`src/rtl/alu_mul_seq_if.sv`:
```
`default_nettype none
// ============================================================================
//  Module      : alu_mul_seq_if
//  Description : Bus between the CPU datapath, the multiply sequencer and the
//                shared 32-bit ALU.
//  Revision    : 1.0  initial release
// ============================================================================
interface alu_mul_seq_if;
    logic        start;
    logic [31:0] a;
    logic [31:0] b;
    logic [31:0] cpu_x;
    logic [31:0] cpu_y;
    logic [1:0]  cpu_aluc;
    logic [31:0] alu_x;
    logic [31:0] alu_y;
    logic [1:0]  alu_aluc;
    logic [31:0] alu_r;
    logic        busy;
    logic        done;
    logic [31:0] product;

    modport master (
        output start, a, b, cpu_x, cpu_y, cpu_aluc, alu_r,
        input  alu_x, alu_y, alu_aluc, busy, done, product
    );

    modport slave (
        input  start, a, b, cpu_x, cpu_y, cpu_aluc, alu_r,
        output alu_x, alu_y, alu_aluc, busy, done, product
    );
endinterface
`default_nettype wire

```
`src/rtl/alu_mul_seq.sv`:
```
`default_nettype none
// ============================================================================
//  Module      : alu_mul_seq
//  Description : Shift-and-add unsigned multiplier that borrows the shared
//                ALU's add path while busy; passes CPU operands through idle.
//  Revision    : 1.0  initial release
// ============================================================================
module alu_mul_seq (
    input  wire logic      clk,
    input  wire logic      rst,
    alu_mul_seq_if.slave   bus
);
    localparam logic [1:0] S_IDLE = 2'd0;
    localparam logic [1:0] S_BUSY = 2'd1;
    localparam logic [1:0] S_DONE = 2'd2;
    localparam logic [1:0] C_ALU_ADD = 2'b00;

    logic [1:0]  r_state;
    logic [31:0] r_mcand;
    logic [31:0] r_mplier;
    logic [31:0] r_acc;
    logic [31:0] r_product;
    logic        r_busy;
    logic        r_done;

    logic [31:0] w_acc_next;
    logic [31:0] w_mplier_next;

    // The ALU computes acc + mcand this cycle; keep it only for a set multiplier bit.
    assign w_acc_next    = r_mplier[0] ? bus.alu_r : r_acc;
    assign w_mplier_next = r_mplier >> 1;

    always_comb begin
        bus.alu_x    = bus.cpu_x;
        bus.alu_y    = bus.cpu_y;
        bus.alu_aluc = bus.cpu_aluc;
        if (r_busy) begin
            bus.alu_x    = r_acc;
            bus.alu_y    = r_mcand;
            bus.alu_aluc = C_ALU_ADD;
        end
    end

    always_ff @(posedge clk or posedge rst) begin
        if (rst) begin
            r_state   <= S_IDLE;
            r_mcand   <= 32'd0;
            r_mplier  <= 32'd0;
            r_acc     <= 32'd0;
            r_product <= 32'd0;
            r_busy    <= 1'b0;
            r_done    <= 1'b0;
        end else begin
            case (r_state)
                S_IDLE: begin
                    r_done <= 1'b0;
                    if (bus.start) begin
                        r_mcand  <= bus.a;
                        r_mplier <= bus.b;
                        r_acc    <= 32'd0;
                        r_busy   <= 1'b1;
                        r_state  <= S_BUSY;
                    end
                end
                S_BUSY: begin
                    r_acc    <= w_acc_next;
                    r_mcand  <= r_mcand << 1;
                    r_mplier <= w_mplier_next;
                    // Stop once no set multiplier bits remain; b=0 still costs one cycle.
                    if (w_mplier_next == 32'd0) begin
                        r_product <= w_acc_next;
                        r_busy    <= 1'b0;
                        r_done    <= 1'b1;
                        r_state   <= S_DONE;
                    end
                end
                S_DONE: begin
                    r_done  <= 1'b0;
                    r_state <= S_IDLE;
                end
                default: begin
                    r_busy  <= 1'b0;
                    r_done  <= 1'b0;
                    r_state <= S_IDLE;
                end
            endcase
        end
    end

    assign bus.busy    = r_busy;
    assign bus.done    = r_done;
    assign bus.product = r_product;
endmodule
`default_nettype wire

```
`src/flat_wrapper.sv`:
```
// flat-port wrapper written by rule: the top's interface ports become plain ports
module alu_mul_seq_flat 
  (clk, rst, bus_start, bus_a, bus_b, bus_cpu_x, bus_cpu_y, bus_cpu_aluc, bus_alu_r, bus_alu_x, bus_alu_y, bus_alu_aluc, bus_busy, bus_done, bus_product);
  alu_mul_seq_if bus_i ();
  input  wire logic clk;
  input  wire logic rst;
  input wire logic [$bits(bus_i.start)-1:0] bus_start;
  input wire logic [$bits(bus_i.a)-1:0] bus_a;
  input wire logic [$bits(bus_i.b)-1:0] bus_b;
  input wire logic [$bits(bus_i.cpu_x)-1:0] bus_cpu_x;
  input wire logic [$bits(bus_i.cpu_y)-1:0] bus_cpu_y;
  input wire logic [$bits(bus_i.cpu_aluc)-1:0] bus_cpu_aluc;
  input wire logic [$bits(bus_i.alu_r)-1:0] bus_alu_r;
  output wire logic [$bits(bus_i.alu_x)-1:0] bus_alu_x;
  output wire logic [$bits(bus_i.alu_y)-1:0] bus_alu_y;
  output wire logic [$bits(bus_i.alu_aluc)-1:0] bus_alu_aluc;
  output wire logic [$bits(bus_i.busy)-1:0] bus_busy;
  output wire logic [$bits(bus_i.done)-1:0] bus_done;
  output wire logic [$bits(bus_i.product)-1:0] bus_product;
  assign bus_i.start = bus_start;
  assign bus_i.a = bus_a;
  assign bus_i.b = bus_b;
  assign bus_i.cpu_x = bus_cpu_x;
  assign bus_i.cpu_y = bus_cpu_y;
  assign bus_i.cpu_aluc = bus_cpu_aluc;
  assign bus_i.alu_r = bus_alu_r;
  assign bus_alu_x = bus_i.alu_x;
  assign bus_alu_y = bus_i.alu_y;
  assign bus_alu_aluc = bus_i.alu_aluc;
  assign bus_busy = bus_i.busy;
  assign bus_done = bus_i.done;
  assign bus_product = bus_i.product;
  alu_mul_seq u_core (.clk(clk), .rst(rst), .bus(bus_i));
endmodule
```
`config.mk`:
```
export PLATFORM = sky130hd
export DESIGN_NAME = alu_mul_seq_flat
export DESIGN_NICKNAME = d
export VERILOG_FILES = /design/src/rtl/alu_mul_seq_if.sv /design/src/rtl/alu_mul_seq.sv /design/src/flat_wrapper.sv
export SDC_FILE = /design/constraint.sdc
export NUM_CORES = 1
export LEC_CHECK = 0
export ABC_AREA = 0
export CORE_MARGIN = 2
export CORE_UTILIZATION = 44
export CTS_CLUSTER_DIAMETER = 40
export DETAILED_ROUTE_END_ITERATION = 10
export GPL_ROUTABILITY_DRIVEN = 0
export PLACE_DENSITY = 0.81
export SETUP_SLACK_MARGIN = 0.1
export SYNTH_ARGS = -nofsm -noshare
export SYNTH_HDL_FRONTEND = slang
export SYNTH_SLANG_ARGS = --single-unit
```
`constraint.sdc`:
```
create_clock -name clk -period 5.5 [get_ports clk]
set_input_delay 0.55 -clock clk [delete_from_list [all_inputs] [get_ports clk]]
set_output_delay 0.55 -clock clk [all_outputs]
set_load 0.02 [all_outputs]
```
## After elaboration in Yosys (flattened, before gate mapping)

Cells that the tools add are included.

- Register bits: 132
- Input port bits: 165
- Output and inout port bits: 100
- Word-level logic and storage cells: 37

- Eq/ne operators: 4
- Multiplexer cells: 18
- Bitwise logic cells: 1
- Reductions and logical operators: 7

Operators with widths:

| operator | count |
|---|---|
| 2-to-1 mux 32 bit | 6 |
| case mux 32 bit (2 select lines) | 3 |
| zero test 32 bit | 1 |
| 2-to-1 mux 2 bit | 3 |
| AND reduction 2 bit | 3 |
| 2-to-1 mux 1 bit | 4 |
| case mux 2 bit (2 select lines) | 1 |
| case mux 1 bit (3 select lines) | 1 |
| AND reduction 3 bit | 1 |
| == test 2 x 1 -> 1 bit (second input constant) | 1 |
| == test 2 bit (second input constant) | 1 |
| zero test 2 bit | 1 |
| != test 2 x 1 -> 1 bit (second input constant) | 1 |
| != test 2 bit (second input constant) | 1 |
| nonzero test 2 bit | 1 |
| NOT 1 bit | 1 |

## Logic depth before layout (Yosys ltp)

- Depth in word-level cells: 3
- Gate-level depth with buffers: 6
- Mapped depth without buffers: 4

## Least setup slack after synthesis

No wires, ideal clock.

- Path kind: flip-flop to output port
- From: register u_core.r_busy (netlist: u_core.bus.busy)
- To: output bus_alu_x[14]
- Arrival: 1.608 ns
- Data required time: 4.950 ns
- Slack: 3.342 ns
- Cell stages (with the launch flop): 5
- Path through: dfrtp_1 -> clkbuf_1 -> buf_2 -> buf_1 -> mux2_2

- Word-level cells in the longest chain between the ends: 1

RTL lines:

| element | RTL line | source |
|---|---|---|
| start: declaration | alu_mul_seq.sv:23 | `logic r_busy;` |
| start signal: assignment | alu_mul_seq.sv:51 | `r_busy <= 1'b0;` |
| start signal: assignment | alu_mul_seq.sv:61 | `r_busy <= 1'b1;` |
| start signal: assignment | alu_mul_seq.sv:72 | `r_busy <= 1'b0;` |
| 2-to-1 mux 32 bit | alu_mul_seq.sv:37 | `if (r_busy) begin` |
| end: declaration | flat_wrapper.sv:14 | `output wire logic [$bits(bus_i.alu_x)-1:0] bus_alu_x;` |

No other way between the ends.

## Worst setup path in the final report

- From: register u_core.r_busy (netlist: u_core.bus.busy)
- To: output bus_alu_x[0]

The elaborated chain is that of the path after synthesis.

==> impl_metrics.sql <==
INSERT INTO impl_metrics (metric_group, metric, value, unit) VALUES
('status', 'status', 'finished, final reports clean', ''),
('clock_tree', 'max_h_tree_level', '4', ''),
('layout', 'design.final.nets', '1061', ''),
('worst_setup_path', 'timing.critical_path.cells', 'mux2_2 -> clkdlybuf4s50_1', ''),
('hold_path', 'worstHoldPathCells', '1', ''),
('power', 'power.sequential.fraction', '0.321', ''),
('flow_run', 'cap_violations', '0', ''),
('layout', 'area_delta_synth_final', '49.88', '%'),
('drt', 'routed_length_per_placed_instance', '17.30', 'um'),
('floorplan', 'core_area', '15150', 'um^2'),
('hold_path', 'hold_class', 'register to register', ''),
('power', 'clkPwrFrac', '0.229', ''),
('placement', 'place.port_buffers', '264', ''),
('sta', 'post-route-worst-setup-slack', '2.506', 'ns'),
('clock_tree', 'cts_root_buffer', 'sky130_fd_sc_hd__clkbuf_16', ''),
('floorplan', 'standard_cell_rows', '45', ''),
('power', 'switching_share', '0.3646', ''),
('drt', 'detail_route.wirelength.met1', '8.091', 'mm'),
('drt', 'drc_errors', '0', ''),
('synthesis', 'adder_and_majority_cell_fraction_of_the_synthesized_area', '0', ''),
('synthesis', 'synth_cell_type_count', '30', ''),
('drt', 'routed.top_layer', 'met4', ''),
('sta', 'fin_crit_sh', '0.5443', ''),
('worst_setup_path', 'critPathSlowestCell', 'sky130_fd_sc_hd__dfrtp_4', ''),
('sta', 'finalHoldViolCount', '0', ''),
('sta', 'sum_of_negative_setup_slack', '0', 'ns'),
('worst_setup_path', 'r2r.worst_path.cells', '5', ''),
('sta', 'max_slew.worst_pin.slew', '1.052', 'ns'),
('global_routing', 'grt_start_max_net_pins', '93', ''),
('synthesis', 'synth_top_family_by_area', 'multiplexers', ''),
('drt', 'wl_met2', '9.329', 'mm'),
('synthesis', 'synth.yosys.seq_area_share', '0.4875', ''),
('layout', 'mostFrequentLayoutCells', 'sky130_fd_sc_hd__clkdlybuf4s50_1 (264), sky130_fd_sc_hd__dfrtp_1 (130), sky130_fd_sc_hd__o21ai_0 (96)', ''),
('layout', 'postLayoutCellArea', '10150', 'um^2'),
('sta', 'clock_skew', '0.008859', 'ns'),
('worst_setup_path', 'worst_setup_path_end_kind', 'output port', ''),
('placement', 'place_ws', '2.928', 'ns'),
('layout', 'final_non_filler_cells', '1097', ''),
('floorplan', 'floorplan.initialDensity', '0.4473', ''),
('global_routing', 'grt_first_pass_wirelength', '29.75', 'mm'),
('synthesis', 'netlist_instances', '655', ''),
('placement', 'dpl.hpwl', '12.89', 'mm'),
('worst_setup_path', 'start_kind', 'register', ''),
('layout', 'finish.utilization', '0.6705', ''),
('clock_tree', 'cts_tree', 'yes', ''),
('power', 'max-vdd-ir-drop', '0.2749', 'mV'),
('synthesis', 'netlist_area', '6775', 'um^2'),
('sta', 'timing.fmax', '334.0', 'MHz'),
('synthesis', 'synthMuxAreaShare', '0.2417', ''),
('worst_setup_path', 'worst-endpoint-arrival', '2.44', 'ns'),
('synthesis', 'synth_compound_area_frac', '0.1125', ''),
('floorplan', 'die_y', '128.1', 'um'),
('power', 'powerDensity', '542.2', 'nW/um^2'),
('placement', 'dp.cells', '1065', ''),
('placement', 'placedInstanceArea', '9497', 'um^2'),
('layout', 'filler_cells', '1201', ''),
('hold_path', 'worstHoldStart', 'u_core.bus.done$_DFFE_PP0P_', ''),
('synthesis', 'ys.warnings.count', '0', ''),
('synthesis', 'synth.avg_cell_area', '10.34', 'um^2'),
('drt', 'detailroute.wirelength.met3', '1.239', 'mm'),
('clock_tree', 'cts_buffers', '17', ''),
('worst_setup_path', 'critical-path-max-stage-delay', '1.01', 'ns'),
('sta', 'headroom_to_the_max_slew_limit', '0.2990', ''),
('sta', 'finalSetupViolations', '0', ''),
('drt', 'drt_pre_antenna_iters', '4', ''),
('global_routing', 'antenna_found_initial', '0', ''),
('sta', 'finalWorstPathRequiredPeriod', '2.994', 'ns'),
('synthesis', 'yosys.area_share.xor_xnor', '0', ''),
('layout', 'post_route_cells_drive_above_1_share', '0.1265', ''),
('global_routing', 'first_global_vias', '5705', ''),
('floorplan', 'width_of_the_die', '128.1', 'um');
critical path, delay by kind of cell (launching register included):
family / cells / cell delay (ns)
DFF: 1 / 1.01
buffers and inverters: 1 / 0.55
muxes: 1 / 0.42
state kept, by name, summed over array words and instances (netlist names):
register            flops
u_core.bus.done         1
u_core.bus.product     32
u_core.r_mplier        32
u_core.bus.busy         1
u_core.r_acc           32
u_core.r_mcand         32
u_core.r_state          2
synthesized netlist by cell type:
| master | count | area, um^2 |
|---|---|---|
| sky130_fd_sc_hd__o21bai_1 | 1 | 7.510 |
| sky130_fd_sc_hd__buf_1 | 4 | 15.01 |
| sky130_fd_sc_hd__nor2_1 | 2 | 7.510 |
| sky130_fd_sc_hd__a22oi_1 | 3 | 22.52 |
| sky130_fd_sc_hd__o21ai_0 | 96 | 480.5 |
| sky130_fd_sc_hd__buf_2 | 6 | 30.03 |
| sky130_fd_sc_hd__buf_6 | 1 | 11.26 |
| sky130_fd_sc_hd__nor4_2 | 4 | 50.05 |
| sky130_fd_sc_hd__mux2_2 | 65 | 732.0 |
| sky130_fd_sc_hd__buf_8 | 3 | 45.04 |
| sky130_fd_sc_hd__nand4_1 | 2 | 12.51 |
| sky130_fd_sc_hd__a22o_1 | 1 | 8.760 |
| sky130_fd_sc_hd__nand2b_1 | 2 | 12.51 |
| sky130_fd_sc_hd__nor3_4 | 1 | 16.27 |
| sky130_fd_sc_hd__clkinv_1 | 1 | 3.750 |
| sky130_fd_sc_hd__a32o_1 | 1 | 10.01 |
| sky130_fd_sc_hd__a31oi_1 | 32 | 200.2 |
| sky130_fd_sc_hd__dfrtp_1 | 132 | 3303 |
| sky130_fd_sc_hd__nor4_1 | 3 | 18.77 |
| sky130_fd_sc_hd__mux2i_1 | 89 | 890.9 |
| sky130_fd_sc_hd__o21a_1 | 1 | 7.510 |
| sky130_fd_sc_hd__nand2_1 | 91 | 341.6 |
| sky130_fd_sc_hd__mux2_4 | 1 | 15.01 |
| sky130_fd_sc_hd__clkbuf_1 | 35 | 131.4 |
| sky130_fd_sc_hd__nor2b_1 | 7 | 43.79 |
| sky130_fd_sc_hd__nor3_1 | 1 | 5.000 |
| sky130_fd_sc_hd__buf_4 | 1 | 7.510 |
| sky130_fd_sc_hd__and2_1 | 32 | 200.2 |
| sky130_fd_sc_hd__inv_1 | 32 | 120.1 |
| sky130_fd_sc_hd__a21oi_1 | 5 | 25.02 |
final timing paths:
path,end,slack [ns]
max reg2reg,u_core.r_mplier[2]$_DFFE_PP0P_,3.03
max,bus_alu_x[0],2.51
min,u_core.bus.done$_DFFE_PP0P_,0.49
min reg2reg,u_core.bus.done$_DFFE_PP0P_,0.49
max in group asynchronous,u_core.bus.product[1]$_DFFE_PP0P_,3.72
min in group asynchronous,u_core.bus.product[29]$_DFFE_PP0P_,0.70
metal layers:
metal,track usage,up-vias
li1,-,2758
met1,0.2871,2768
met2,0.3948,217
met3,0.05718,25
met4,0.08339,0
met5,0,-
logic make-up (layout without fill, tap and decap cells):
| logic type | count (synthesis) | after routing |
|---|---|---|
| flops | 132 | 132 |
| mux | 155 | 155 |
| buf+inv | 83 | 337 |
| compound gates | 140 | 140 |
| simple gates | 145 | 145 |
power by group through the flow:
stage | Sequential, mW | Clock [mW] | Combinational [mW]
final | 1.77 | 1.26 | 2.48
after CTS | 1.77 | 1.28 | 2.50
after global routing | 1.82 | 1.32 | 2.67
after floorplan | 1.64 | 0 | 1.53
after global placement | 1.76 | 0 | 2.44
after detailed placement | 1.78 | 0 | 2.49
area by class of cell:
| cell class | instances | area [um^2] | share of cell area |
|---|---|---|---|
| inverter | 33 | 128.9 | 0.01269 |
| timing repair buffer | 272 | 2703 | 0.2661 |
| tap | 188 | 235.2 | 0.02316 |
| clock inverter | 12 | 201.4 | 0.01984 |
| clock buffer | 20 | 456.7 | 0.04497 |
| multi-input combinational | 440 | 3122 | 0.3074 |
| sequential | 132 | 3308 | 0.3258 |
metrics by stage:
step / hold slack [ns] / power [mW]
finish: 0.4870 / 5.506
global route: 0.5074 / 5.815
CTS: 0.4953 / 5.544
detailed placement: 0.4821 / 4.270
global placement: 0.4728 / 4.206
floorplan: 0.4444 / 3.175
No activity file was read; power rests on OpenSTA's default activity.
==> RTL edit (same settings) <==
Reset style: synchronous (`rst`), changed in one clocked block.
--- a/src/rtl/alu_mul_seq.sv
+++ b/src/rtl/alu_mul_seq.sv
@@ -42,5 +42,5 @@
     end
 
-    always_ff @(posedge clk or posedge rst) begin
+    always_ff @(posedge clk) begin
         if (rst) begin
             r_state   <= S_IDLE;
Check against the original RTL: differs if rst is asserted again (counterexample within 4 cycles, from zero or initial values and one cycle with rst high); with rst held inactive, the same outputs for 10 cycles.
==> RTL edit against the original RTL <==
  * Register-to-register slack worse by 0.28 ns
  * Wire length up 2.0%
  * Critical endpoint is now bus_alu_y[13]
  * Critical path type unchanged
  * Design area down 4.5%
  * Sequential cell count unchanged
  * Area after synthesis down 4.1%
  * Worst setup slack better by 0.071 ns
Power is not compared: it rests on default switching activity, and its combinational part moved more than twofold at a synthesized area within 25%.
==> RTL edit: results (changes against the original RTL) <==
[run_status]
outcome=completed

[worst_hold_path]
hold-path-endpoint=u_core.r_mplier[27]$_SDFFE_PP0P_
min-delay-start=u_core.r_mplier[28]$_SDFFE_PP0P_

[logic_synthesis]
yosysWarnings=0  ; unchanged
synth_cell_types=31  ; +3.3%
synthTopCellsByCount=dfxtp_1 (132), nand2_1 (118), nor2_1 (82)
synth.most_common_cell=dfxtp_1
ys_async_sr_fraction=0  ; -1.000
synth_top_flop_cell=dfxtp_1
ys_top_cells_by_area=dfxtp_1 (41%), mux2_2 (11%), a311oi_1 (8.1%)
syn_nets=864  ; +5.4%
postSynthAreaPerCell_um2=9.299  ; -10%
ys_seq_area_frac=0.4065  ; -0.08099

[grt]
grt_util_all_layers=0.2420  ; +0.01018
grt_util_met1=0.3010  ; +0.01387
grt_pass1_vias=6038  ; +5.8%
grt_pass1_wl_um=31160  ; +4.8%
use_met2=0.4054  ; +0.01063
antenna_found_initial=1  ; +1
grt_max_degree=122  ; +31%

[finish]
fin_nets=1081  ; +1.9%
final_util=0.6695  ; -0.0009200
fillers=1188  ; -1.1%

[timing]
slew_headroom=0.2329  ; -0.06604
worst_hold_slack_ns=0.4864  ; -0.0005500 ns
fmax_ghz=0.3422  ; +2.4%
clock_skew_ns=0.008818  ; -0.00004091 ns

[critical_path]
max_stage_delay_ns=0.92  ; -0.09 ns
r2r_cells=3  ; -2
worstReg2RegStart=u_core.r_mplier[0]$_SDFFE_PP0P_
cp-endpoint=bus_alu_y[13]
critPathLaunch=u_core.bus.busy$_SDFFE_PP0P_
regToRegSetupSlack_ns=2.75  ; -0.28 ns
crit_arrival_ns=2.37  ; -0.07 ns
r2r_end=u_core.r_acc[17]$_SDFFE_PP0P_

[place]
place_area_mm2=0.009081  ; -4.4%
detailed_place_hpwl_um=13070  ; +1.4%
numPortBuffers=264  ; unchanged

[detailed_routing]
initialDrtViolationCount=520  ; +55%
routed-wl-met3_um=1248  ; +0.73%
detail_route.vias_per_cell=5.565  ; +5.8%
wl_met1_um=8284  ; +2.4%

-- RTL edit: cell types whose count changed in the layout (fill, tap and decap cells not counted), moves of 7 or more --
cell,change
nor2_1,+79
and2_1,-31
a311oi_1,+60
a22o_1,+21
o21ai_0,-94
dfxtp_1,+130
inv_1,-30
dfrtp_1,-130
a22oi_1,+7
nand2_1,+27
mux2i_1,-56
a211oi_2,+28
-- RTL edit: final cells by class --
type | instances | share of cell area
sequential | 132 | 0.2731
tap | 184 | 0.02375
clock inverter | 8 | 0.01252
clock buffer | 24 | 0.05072
multi-input combinational | 493 | 0.3618
timing repair buffer | 271 | 0.2777
inverter | 1 | 0.0003872
-- RTL edit: worst max-delay path, delay by kind of cell, from the launching register on --
kind                   cells  cell delay, ns
buffers and inverters      1            0.54
multiplexers               1            0.42
flip-flops                 1            0.92
-- RTL edit: cells by family after synthesis --
family	Yosys count	share of synthesized area
AOI/OAI and AO/OA	166	0.2219
buffers and inverters	74	0.05736
DFF	132	0.4065
muxes	97	0.1617
and+or+nand+nor	230	0.1525
